==> src/rtl/keypad_scanner.sv <==
// 4x4 active-low matrix keypad scanner: column drive, row sampling, ghost rejection
// and a scan-level debounce FSM that reports accepted presses as hex codes.
module keypad_scanner #(
    parameter int unsigned SCAN_PERIOD    = 1000,
    parameter int unsigned DEBOUNCE_SCANS = 4
) (
    input  logic       clk,
    input  logic       rst,
    input  logic [3:0] row_in,
    output logic [3:0] col_out,
    output logic [3:0] key_code,
    output logic       key_valid,
    output logic       key_down
);

    localparam int unsigned SLOT_W = 16;
    localparam int unsigned CNT_W  = 4;
    localparam int unsigned NKEYS  = 16;
    localparam logic [SLOT_W-1:0] SLOT_LAST = SLOT_W'(SCAN_PERIOD - 1);
    localparam logic [CNT_W-1:0]  DB_TARGET = CNT_W'(DEBOUNCE_SCANS);

    typedef enum logic [1:0] {
        S_IDLE  = 2'd0,
        S_PRESS = 2'd1,
        S_HELD  = 2'd2,
        S_REL   = 2'd3
    } state_t;

    logic [3:0]        row_meta;
    logic [3:0]        row_sync;
    logic [SLOT_W-1:0] slot_q;
    logic [1:0]        col_idx_q;
    logic [1:0]        col_idx_nxt;
    logic [NKEYS-1:0]  acc_q;
    logic [NKEYS-1:0]  scan_vec;
    logic [4:0]        hit_cnt;
    logic [3:0]        hit_code;
    logic              scan_key;
    logic              sample;
    logic              eos;

    state_t            state_q, state_d;
    logic [CNT_W-1:0]  cnt_q, cnt_d, cnt_inc;
    logic [3:0]        cand_q, cand_d;
    logic [3:0]        code_d;
    logic              valid_d;
    logic              down_d;

    assign sample      = (slot_q == SLOT_LAST);
    assign eos         = sample && (col_idx_q == 2'd3);
    assign col_idx_nxt = col_idx_q + 2'd1;
    assign cnt_inc     = cnt_q + CNT_W'(1);

    // Synchronizer, slot counter, column drive and per-scan accumulator
    always_ff @(posedge clk or negedge rst) begin
        if (!rst) begin
            row_meta  <= 4'hF;
            row_sync  <= 4'hF;
            slot_q    <= '0;
            col_idx_q <= 2'd0;
            col_out   <= 4'b1110;
            acc_q     <= '0;
        end else begin
            row_meta <= row_in;
            row_sync <= row_meta;
            if (sample) begin
                slot_q    <= '0;
                col_idx_q <= col_idx_nxt;
                col_out   <= ~(4'b0001 << col_idx_nxt);
                acc_q     <= eos ? '0 : scan_vec;
            end else begin
                slot_q <= slot_q + SLOT_W'(1);
            end
        end
    end

    // Accumulated scan including this cycle's sample; bit index is {row, col}
    always_comb begin
        scan_vec = acc_q;
        for (int r = 0; r < 4; r++) begin
            if (!row_sync[r]) begin
                scan_vec[{2'(r), col_idx_q}] = 1'b1;
            end
        end
    end

    // Count pressed positions; a single hit yields its code, anything else is NONE
    always_comb begin
        hit_cnt  = 5'd0;
        hit_code = 4'd0;
        for (int i = 0; i < NKEYS; i++) begin
            if (scan_vec[i]) begin
                hit_cnt  = hit_cnt + 5'd1;
                hit_code = 4'(i);
            end
        end
        scan_key = (hit_cnt == 5'd1);
    end

    always_ff @(posedge clk or negedge rst) begin
        if (!rst) begin
            state_q   <= S_IDLE;
            cnt_q     <= '0;
            cand_q    <= 4'd0;
            key_code  <= 4'd0;
            key_valid <= 1'b0;
            key_down  <= 1'b0;
        end else begin
            state_q   <= state_d;
            cnt_q     <= cnt_d;
            cand_q    <= cand_d;
            key_code  <= code_d;
            key_valid <= valid_d;
            key_down  <= down_d;
        end
    end

    // Debounce FSM, advanced only at end of scan
    always_comb begin
        state_d = state_q;
        cnt_d   = cnt_q;
        cand_d  = cand_q;
        code_d  = key_code;
        valid_d = 1'b0;
        down_d  = key_down;
        if (eos) begin
            case (state_q)
                S_IDLE: begin
                    if (scan_key) begin
                        cand_d  = hit_code;
                        cnt_d   = CNT_W'(1);
                        state_d = S_PRESS;
                    end
                end
                S_PRESS: begin
                    if (scan_key && (hit_code == cand_q)) begin
                        cnt_d = cnt_inc;
                        if (cnt_inc == DB_TARGET) begin
                            code_d  = cand_q;
                            valid_d = 1'b1;
                            down_d  = 1'b1;
                            state_d = S_HELD;
                        end
                    end else begin
                        state_d = S_IDLE;
                    end
                end
                S_HELD: begin
                    if (!(scan_key && (hit_code == key_code))) begin
                        cnt_d   = CNT_W'(1);
                        state_d = S_REL;
                    end
                end
                S_REL: begin
                    if (scan_key && (hit_code == key_code)) begin
                        state_d = S_HELD;
                    end else begin
                        cnt_d = cnt_inc;
                        if (cnt_inc == DB_TARGET) begin
                            down_d  = 1'b0;
                            state_d = S_IDLE;
                        end
                    end
                end
                default: state_d = S_IDLE;
            endcase
        end
    end

endmodule

==> config.mk <==
export PLATFORM = sky130hd
export DESIGN_NAME = keypad_scanner
export DESIGN_NICKNAME = d
export VERILOG_FILES = /design/src/rtl/keypad_scanner.sv
export SDC_FILE = /design/constraint.sdc
export NUM_CORES = 1
export LEC_CHECK = 0
export ABC_CLOCK_PERIOD_IN_PS = 25100
export CAP_MARGIN = 5
export CELL_PAD_IN_SITES_DETAIL_PLACEMENT = 1
export CELL_PAD_IN_SITES_GLOBAL_PLACEMENT = 1
export CORE_MARGIN = 3
export CORE_UTILIZATION = 40
export CTS_CLUSTER_DIAMETER = 100
export DETAILED_ROUTE_END_ITERATION = 10
export PLACE_DENSITY = 0.73
export RECOVER_POWER = 50
export SKIP_LAST_GASP = 1
export SYNTH_ARGS = -nofsm -noshare
export SYNTH_HDL_FRONTEND = slang
export SYNTH_SLANG_ARGS = --single-unit
==> constraint.sdc <==
create_clock -name clk -period 25.1 [get_ports clk]
set_input_delay 6.275 -clock clk [delete_from_list [all_inputs] [get_ports clk]]
set_output_delay 6.275 -clock clk [all_outputs]
set_load 0.005 [all_outputs]
==> qor.csv, run 1 <==
metric;value;unit
DRT Wirelength;10700;um
proportion of layout cells with a drive suffix above 1;0.148;
clock root cell;clkbuf_16;
vias in the first global route;3804;
vias per cell;5.53;
initial antenna violation count;0;
sequential-to-total area share from yosys stat;0.341;
Fmax;84.7;MHz
area of the multi-input gates;2900;sq um
Slew HR;-1.20;
detailed-route via count;3570;
Layout area overhead;12.5;%
EDFF count, synth;0;
RSZ-0062 raised after global routing;false;
drt drc;0;
Total GRT Usage;0.183;
Clk pin slew, worst setup/hold paths;0.05;ns
placed cells;630;
post-CTS setup buffer count;0;
cell area after synthesis;4600;sq um
CTS buffer count;9;
Avg Inst Size Synth;9.48;sq um
Crit Path Max Fanout;13;
final setup vio count;0;
Worst Tran Pin Value;3.30;ns
Overall Power;255;uW
largest net degree at the start of global routing;63;
CTS tree;built;
Longest Clk Path Bufs;2;
library cells used by synthesis;79;
clock insertion delay at the later pin of the skew report;0.33;ns
Detail Route Antenna Nets;0;
max-cap violations;1;
initial DRC count;120;
element type at the critical path end;register;
H-tree levels;3;
port bufs;15;
DRT Pass-1 Iters;6;
Max VDD drop;0.0422;mV
Fill cells;1289;
FF+latch area;1570;sq um
# nets final;530;
Final Non-Filler Cells;646;
Hold Crit Start;row_meta[3]$_DFF_PN1_;
# diodes;0;
first-pass GRT wire length;19200;um
P_leak;2.29;nW
Wirelength per Cell;16.5;um
Final Wtd Congestion;0.788;
DIE AREA;12800;sq um
CP arrival;12.03;ns
top-area cell type share of the netlist area;0.278;
Yosys reg bits;62;
Crit. Startpoint;col_idx_q[0]$_DFFE_PN0N_;
Top FF cell, synth;dfrtp_1;
Worst Hold Class;register to register;
Data required, critical path;25.31;ns
CP startpoint kind;register;
num ports;16;
cts hold-fix bufs;0;
Period minus WS final;11.81;ns
total congestion overflow;0;
Post-Synthesis Cells;485;
DIE WIDTH;113;um
slowest stage delay, CP;0.69;ns
area leader, netlist;dfrtp_1;
Mapped Nets;514;
synth cell count leaders;60 x nor2_1, 51 x dfrtp_1, 39 x nand2_1, 28 x xnor2_1, 23 x ha_1;
# clock sinks;62;
Core Area;11000;sq um
DP HPWL;7930;um
Final Util;0.469;
cell with the most instances after synthesis;nor2_1;
Post-CTS Resized;0;
ys async rst share;1.00;
Ys Warns;0;
RR Startpoint;col_idx_q[0]$_DFFE_PN0N_;
Crit-path slowest cell;or4_1;
die span in y;113;um
Row Count;38;
Tcrit/Tclk final;0.471;
fin. max-slew vios;63;
top post-synthesis cells by area;dfrtp_1 28%, dfstp_2 6.3%, ha_1 6.3%;
status;complete, but fails checks;
setup TNS;0;ns
final hold violations;0;
pwr dens;49.4;nW/um^2
Crit path top cell by count;ha_1;
Crit Path Class;register to register;
Starting Density;0.417;
Final Skew;0.00668;ns
failing checks;max-capacitance violations, max-slew violations;
-- state kept, by name, summed over array words and instances, names as in the netlist --
signal and cells:
row_sync 4, slot_q 16, row_meta 4, state_q 2
key_down 1, key_valid 1, key_code 4, acc_q 16
cnt_q 4, cand_q 4, col_idx_q 2, col_out 4
-- path summary, 6_finish.rpt --
path	to	slack [ns]	cells past startpoint
worst min register to register	row_sync[3]$_DFF_PN1_	0.35	0
max in group asynchronous	slot_q[2]$_DFF_PN0_	16.08	2
worst min-delay path	row_sync[3]$_DFF_PN1_	0.35	0
worst max register to register	key_code[1]$_DFFE_PN0P_	13.29	52
worst max-delay path	key_code[1]$_DFFE_PN0P_	13.29	52
min in group asynchronous	key_code[2]$_DFFE_PN0P_	7.14	2
-- cells by family after synthesis --
family,Yosys count,synth area share
AOI/OAI and AO/OA,106,0.167
xor gates and xnor gates,60,0.147
adders and majority gates,23,0.0626
buffers and inverters,31,0.0283
DFF,62,0.341
muxes,22,0.0545
and+or+nand+nor,181,0.201
-- metal layers --
metal	global-route usage	up-vias	wire length, um
met3	0.0289	11	170
li1	-	1734	-
met4	0.0537	0	143
met2	0.301	25	5110
met5	0	-	0
met1	0.251	1800	5250
-- cell usage in the layout (no fill, tap or decap), drive strengths merged, types with 11 or more instances in the layout --
master	Yosys	final
nor2	63	63
mux2	12	12
a31oi	13	13
clkbuf	8	14
ha	23	23
xnor2	36	36
inv	16	16
xor2	22	22
o21ai	27	27
nor2b	12	12
a21oi	20	20
dfstp	11	11
dfrtp	51	51
nand3	13	13
nand2	39	39
-- critical path: cells and delay by family, from the launching register on --
| family | cells | cell delay (ns) |
|---|---|---|
| compound gates | 17 | 3.27 |
| xor+xnor | 2 | 0.39 |
| fa+ha+maj | 14 | 4.17 |
| buf+inv | 5 | 0.51 |
| flops | 1 | 0.43 |
| mux | 5 | 1.31 |
| simple gates | 9 | 1.64 |
-- through the flow --
step / hold slack [ns] / setup slack (ns) / cell area [sq um]
after floorplan: 0.345 / 14.89 / 4600
after detailed placement: 0.347 / 13.28 / 4880
after global routing: 0.361 / 12.25 / 5170
final: 0.352 / 13.29 / 5170
after CTS: 0.355 / 13.24 / 5180
after global placement: 0.346 / 13.83 / 4880
-- where the power goes --
group	switching (mW)	internal [mW]	leakage, nW
Combinational	0.0176	0.0120	1.32
Clock	0.0419	0.0816	0.152
Sequential	0.000737	0.101	0.813
-- area by class of cell --
| cell class | instances | share of cell area |
|---|---|---|
| inverters | 18 | 0.0131 |
| multi-input cells | 392 | 0.561 |
| clock buffers | 12 | 0.0496 |
| flip-flops and latches | 62 | 0.303 |
| clock inverters | 4 | 0.00871 |
| repair buffers | 18 | 0.0310 |
| well taps | 140 | 0.0339 |
(Power assumes the default switching activity.)
==> run 2, diff against run 1 <==
--- a/config.mk
+++ b/config.mk
@@ -5,7 +5,7 @@
 export SDC_FILE = /design/constraint.sdc
 export NUM_CORES = 1
 export LEC_CHECK = 0
-export ABC_CLOCK_PERIOD_IN_PS = 25100
+export ABC_CLOCK_PERIOD_IN_PS = 12200
 export CAP_MARGIN = 5
 export CELL_PAD_IN_SITES_DETAIL_PLACEMENT = 1
 export CELL_PAD_IN_SITES_GLOBAL_PLACEMENT = 1
==> constraint.sdc (replaced) <==
create_clock -name clk -period 12.2 [get_ports clk]
set_input_delay 3.05 -clock clk [delete_from_list [all_inputs] [get_ports clk]]
set_output_delay 3.05 -clock clk [all_outputs]
set_load 0.005 [all_outputs]
==> run 2 against run 1 <==
Net effect: the flow still finishes with violations (max-capacitance violations, max-slew violations); first-iteration DRC count is 8.3% lower; total power is 96% higher; die area stayed put; critical path type unchanged; critical endpoint is now key_code[3]$_DFFE_PN0P_.
==> qor.csv, run 2 (same netlist as run 1, synthesis figures left out) <==
metric;value;unit
status;complete, but fails checks;
failing checks;max-capacitance violations, max-slew violations;
CP startpoint kind;register;
Clock Power Share;0.455;
final hold violations;0;
Clk pin slew, worst setup/hold paths;0.05;ns
clock root cell;clkbuf_16;
element type at the critical path end;register;
Fmax;87.6;MHz
Final Skew;0.00629;ns
CTS buffer count;9;
Tcrit/Tclk final;0.936;
first-pass GRT wire length;18900;um
Data required, critical path;12.40;ns
num ports;16;
H-tree levels;3;
clock insertion delay at the later pin of the skew report;0.32;ns
DIE AREA;12800;sq um
port bufs;15;
Starting Density;0.417;
# clock sinks;62;
CP top delay family;adder cells;
dpl ws;0.530;ns
Detail Route Antenna Nets;0;
Slew HR;-1.18;
vias per cell;5.54;
fin. max-slew vios;63;
placed cells;632;
biggest regs;acc_q x16, slot_q x16;
DIE WIDTH;113;um
hold path depth;0;
P_leak;2.28;nW
drt drc;0;
reg2reg path depth;53;
FF+latch area;1570;sq um
Worst Tran Pin Value;3.27;ns
Overall Power;499;uW
Sequential Power Share;0.421;
post-CTS setup buffer count;0;
Core Area;11000;sq um
Sw Ratio;0.238;
Total GRT Usage;0.179;
# nets final;532;
Crit path top cell by count;ha_1;
Longest Clk Path Bufs;2;
Final Non-Filler Cells;647;
Max VDD drop;0.0994;mV
Fill cells;1298;
initial antenna violation count;0;
Layout area overhead;12.9;%
Crit-path slowest cell;or4_4;
DRT Pass-1 Iters;4;
DP HPWL;8040;um
setup TNS;0;ns
Row Count;38;
CP arrival;11.62;ns
pwr dens;96.2;nW/um^2
Comb pwr share;0.124;
cts hold-fix bufs;0;
Period minus WS final;11.42;ns
critical path depth in cells;53;
initial DRC count;110;
most common cell after layout, fill and taps aside;nor2_1;
largest net degree at the start of global routing;63;
RSZ-0062 raised after global routing;true;
vias in the first global route;3847;
final setup vio count;0;
max-cap violations;1;
slowest stage delay, CP;0.61;ns
Final WS setup;0.785;ns
Worst Hold Class;register to register;
most frequent cells in the layout;60 x nor2_1, 51 x dfrtp_1, 39 x nand2_1;
Crit Path Max Fanout;12;
total congestion overflow;0;
CTS tree;built;
area of the multi-input gates;2930;sq um
Internal Power;381;uW
Net Switching;119;uW
die span in y;113;um
Crit Path Class;register to register;
detailed-route via count;3585;
DRT Wirelength;10700;um
Wirelength per Cell;16.5;um
Final Wtd Congestion;0.792;
worst path bufs/invs;6;
proportion of layout cells with a drive suffix above 1;0.156;
# diodes;0;
## run 2: routing by layer
metal	routed length [um]	vias up	share of wire	GRT usage
li1	-	1748	-	-
met1	5190	1797	0.49	0.240
met2	5120	26	0.48	0.297
met3	167	14	0.016	0.0289
met4	194	0	0.018	0.0577
met5	0	-	0	0
## run 2: worst reg2reg max path, delay by kind of cell (launching register included)
family	cells	cell delay [ns]
simple gates	8	1.40
flops	1	0.46
mux	5	1.24
compound gates	18	3.19
xor+xnor	2	0.42
fa+ha+maj	14	3.94
buf+inv	6	0.66
## run 2: repair_timing
action	in CTS	in global routing
endpoints found under the setup margin	0	13
resized for setup	0	6
endpoints found under the hold margin	0	0
## run 2: cell type report
class                      instances  area share
clock inverter                     1    0.000965
sequential                        62       0.302
timing repair buffer              20      0.0345
multi-input combinational        392       0.565
inverter                          18      0.0130
clock buffer                      14      0.0509
tap                              140      0.0338
## run 2: final timing paths
path / from / to / slack [ns]
setup / recovery: col_idx_q[0]$_DFFE_PN0N_ / key_code[3]$_DFFE_PN0P_ / 0.78
hold / removal: row_meta[3]$_DFF_PN1_ / row_sync[3]$_DFF_PN1_ / 0.35
setup reg to reg: col_idx_q[0]$_DFFE_PN0N_ / key_code[3]$_DFFE_PN0P_ / 0.78
hold reg to reg: row_meta[3]$_DFF_PN1_ / row_sync[3]$_DFF_PN1_ / 0.35
max in group asynchronous: rst / col_idx_q[1]$_DFFE_PN0N_ / 6.41
min in group asynchronous: rst / key_code[1]$_DFFE_PN0P_ / 3.91
## run 2: stage by stage
step	utilization	hold slack [ns]	instance area, sq um
after floorplan	-	0.345	4600
after global placement	0.444	0.347	4900
after detailed placement	0.444	0.348	4900
after CTS	0.468	0.355	5170
after global routing	0.470	0.354	5190
final	0.470	0.354	5190
## run 2: power groups by stage
stage | clock network, mW | registers (mW) | logic, mW
floorplan | 0 | 0.212 | 0.0454
global placement | 0 | 0.213 | 0.0579
detailed placement | 0 | 0.213 | 0.0613
CTS | 0.234 | 0.210 | 0.0615
global route | 0.245 | 0.210 | 0.0706
finish | 0.227 | 0.210 | 0.0618
==> run 3, diff against run 2 <==
--- a/config.mk
+++ b/config.mk
@@ -13,8 +13,9 @@
 export CORE_UTILIZATION = 40
 export CTS_CLUSTER_DIAMETER = 100
 export DETAILED_ROUTE_END_ITERATION = 10
+export MAX_ROUTING_LAYER = met4
 export PLACE_DENSITY = 0.73
-export RECOVER_POWER = 50
+export RECOVER_POWER = 100
 export SKIP_LAST_GASP = 1
 export SYNTH_ARGS = -nofsm -noshare
 export SYNTH_HDL_FRONTEND = slang
==> constraint.sdc (replaced) <==
create_clock -name clk -period 12.2 [get_ports clk]
set_input_delay 3.05 -clock clk [delete_from_list [all_inputs] [get_ports clk]]
set_output_delay 3.05 -clock clk [all_outputs]
set_load 0.01 [all_outputs]
==> run 3 against run 2 <==
Net effect: the run still ends with max-capacitance violations, max-slew violations left; first-iteration DRC count grew 25%; flip-flop and latch count is the same; fmax is essentially flat; total power about the same; largest cell class unchanged; largest power group unchanged; count of clock-buffer cells in the layout unchanged.
==> qor.csv, run 3 (same netlist as run 1, synthesis figures left out) <==
metric;value;unit
status;complete, but fails checks;
failing checks;max-capacitance violations, max-slew violations;
P_leak;2.31;nW
vias in the first global route;3845;
total congestion overflow;0;
Worst Hold Class;register to register;
max-cap violations;1;
first-pass GRT wire length;18900;um
DRT Wirelength;10700;um
DIE WIDTH;113;um
CP arrival;11.61;ns
num ports;16;
DRT Pass-1 Iters;4;
fin. max-slew vios;63;
Clock Power Share;0.455;
pwr dens;96.2;nW/um^2
DP HPWL;8040;um
CP startpoint kind;register;
Row Count;38;
biggest regs;acc_q x16, slot_q x16;
Detail Route Antenna Nets;0;
Longest Clk Path Bufs;2;
Crit Path Max Fanout;12;
Net Switching;119;uW
largest net degree at the start of global routing;63;
Total GRT Usage;0.184;
Fmax;87.6;MHz
Final WS setup;0.790;ns
clock insertion delay at the later pin of the skew report;0.32;ns
# nets final;532;
most common cell after layout, fill and taps aside;nor2_1;
Data required, critical path;12.40;ns
element type at the critical path end;register;
proportion of layout cells with a drive suffix above 1;0.156;
dpl ws;0.530;ns
Sequential Power Share;0.421;
final setup vio count;0;
Max VDD drop;0.0990;mV
vias per cell;5.54;
Wirelength per Cell;16.5;um
setup TNS;0;ns
detailed-route via count;3584;
DIE AREA;12800;sq um
H-tree levels;3;
Clk pin slew, worst setup/hold paths;0.05;ns
RSZ-0062 raised after global routing;true;
initial antenna violation count;0;
Final Util;0.470;
final hold violations;0;
Worst Tran Pin Value;3.30;ns
drt drc;0;
slowest stage delay, CP;0.61;ns
Fill cells;1298;
CTS tree;built;
Slew HR;-1.20;
post-CTS setup buffer count;0;
design area;5190;sq um
clock root cell;clkbuf_16;
Crit path top cell by count;ha_1;
Starting Density;0.417;
Tcrit/Tclk final;0.935;
Layout area overhead;12.9;%
Cell Area, Placed;4900;sq um
Final Skew;0.00657;ns
Internal Power;380;uW
Core Area;11000;sq um
Final Wtd Congestion;0.803;
port bufs;15;
# diodes;0;
CTS buffer count;9;
FF-to-FF setup slack;0.79;ns
area of the multi-input gates;2930;sq um
# clock sinks;62;
Comb pwr share;0.124;
Period minus WS final;11.41;ns
die span in y;113;um
Crit-path slowest cell;or4_4;
initial DRC count;137;
Crit Path Class;register to register;
Sw Ratio;0.238;
FF+latch area;1570;sq um
most frequent cells in the layout;60 x nor2_1, 51 x dfrtp_1, 39 x nand2_1;
[run 3: layout make-up]
type                            instances  share of cell area
Clock buffer                           14              0.0509
Multi-Input combinational cell        392               0.565
Sequential cell                        62               0.302
Inverter                               18              0.0130
Timing Repair Buffer                   20              0.0345
Clock inverter                          1            0.000965
Tap cell                              140              0.0338
[run 3: final timing paths]
path / start / depth (start not counted) / to
min in group asynchronous: rst / 2 / key_code[1]$_DFFE_PN0P_
hold reg to reg: row_meta[3]$_DFF_PN1_ / 0 / row_sync[3]$_DFF_PN1_
setup reg to reg: col_idx_q[0]$_DFFE_PN0N_ / 53 / key_code[3]$_DFFE_PN0P_
hold / removal: row_meta[3]$_DFF_PN1_ / 0 / row_sync[3]$_DFF_PN1_
max in group asynchronous: rst / 2 / col_idx_q[1]$_DFFE_PN0N_
setup / recovery: col_idx_q[0]$_DFFE_PN0N_ / 53 / key_code[3]$_DFFE_PN0P_
[run 3: power groups by stage]
stage,Clock [mW],Sequential [mW],Combinational (mW)
after CTS,0.234,0.210,0.0615
after global routing,0.244,0.210,0.0706
final,0.227,0.210,0.0617
after floorplan,0,0.212,0.0454
after global placement,0,0.213,0.0579
after detailed placement,0,0.213,0.0613
[run 3: routing by layer]
layer | GRT usage | vias up | share of wire | wire [um]
met4 | 0.0625 | 0 | 0.017 | 178
met5 | - | - | 0 | 0
met1 | 0.241 | 1796 | 0.49 | 5200
met2 | 0.296 | 26 | 0.48 | 5120
li1 | - | 1748 | - | -
met3 | 0.0225 | 14 | 0.016 | 169
[run 3: critical path, delay by kind of cell (launching register included)]
| kind | cells | cell delay (ns) |
|---|---|---|
| simple gates | 8 | 1.39 |
| mux | 5 | 1.24 |
| fa+ha+maj | 14 | 3.92 |
| buf+inv | 6 | 0.65 |
| flops | 1 | 0.46 |
| xor+xnor | 2 | 0.42 |
| compound gates | 18 | 3.18 |
[run 3: metrics by stage]
step                      hold WS, ns  instances  total power [mW]
after global routing            0.354        647             0.525
after detailed placement        0.348        632             0.275
after CTS                       0.355        647             0.505
final                           0.353        647             0.499
after global placement          0.347        632             0.271
after floorplan                 0.345        485             0.258
[run 3: repair_timing]
item,4_1_cts,5_1_grt
endpoints found under the hold margin,0,0
hold buffers,0,0
resized for setup,0,6
endpoints found under the setup margin,0,14
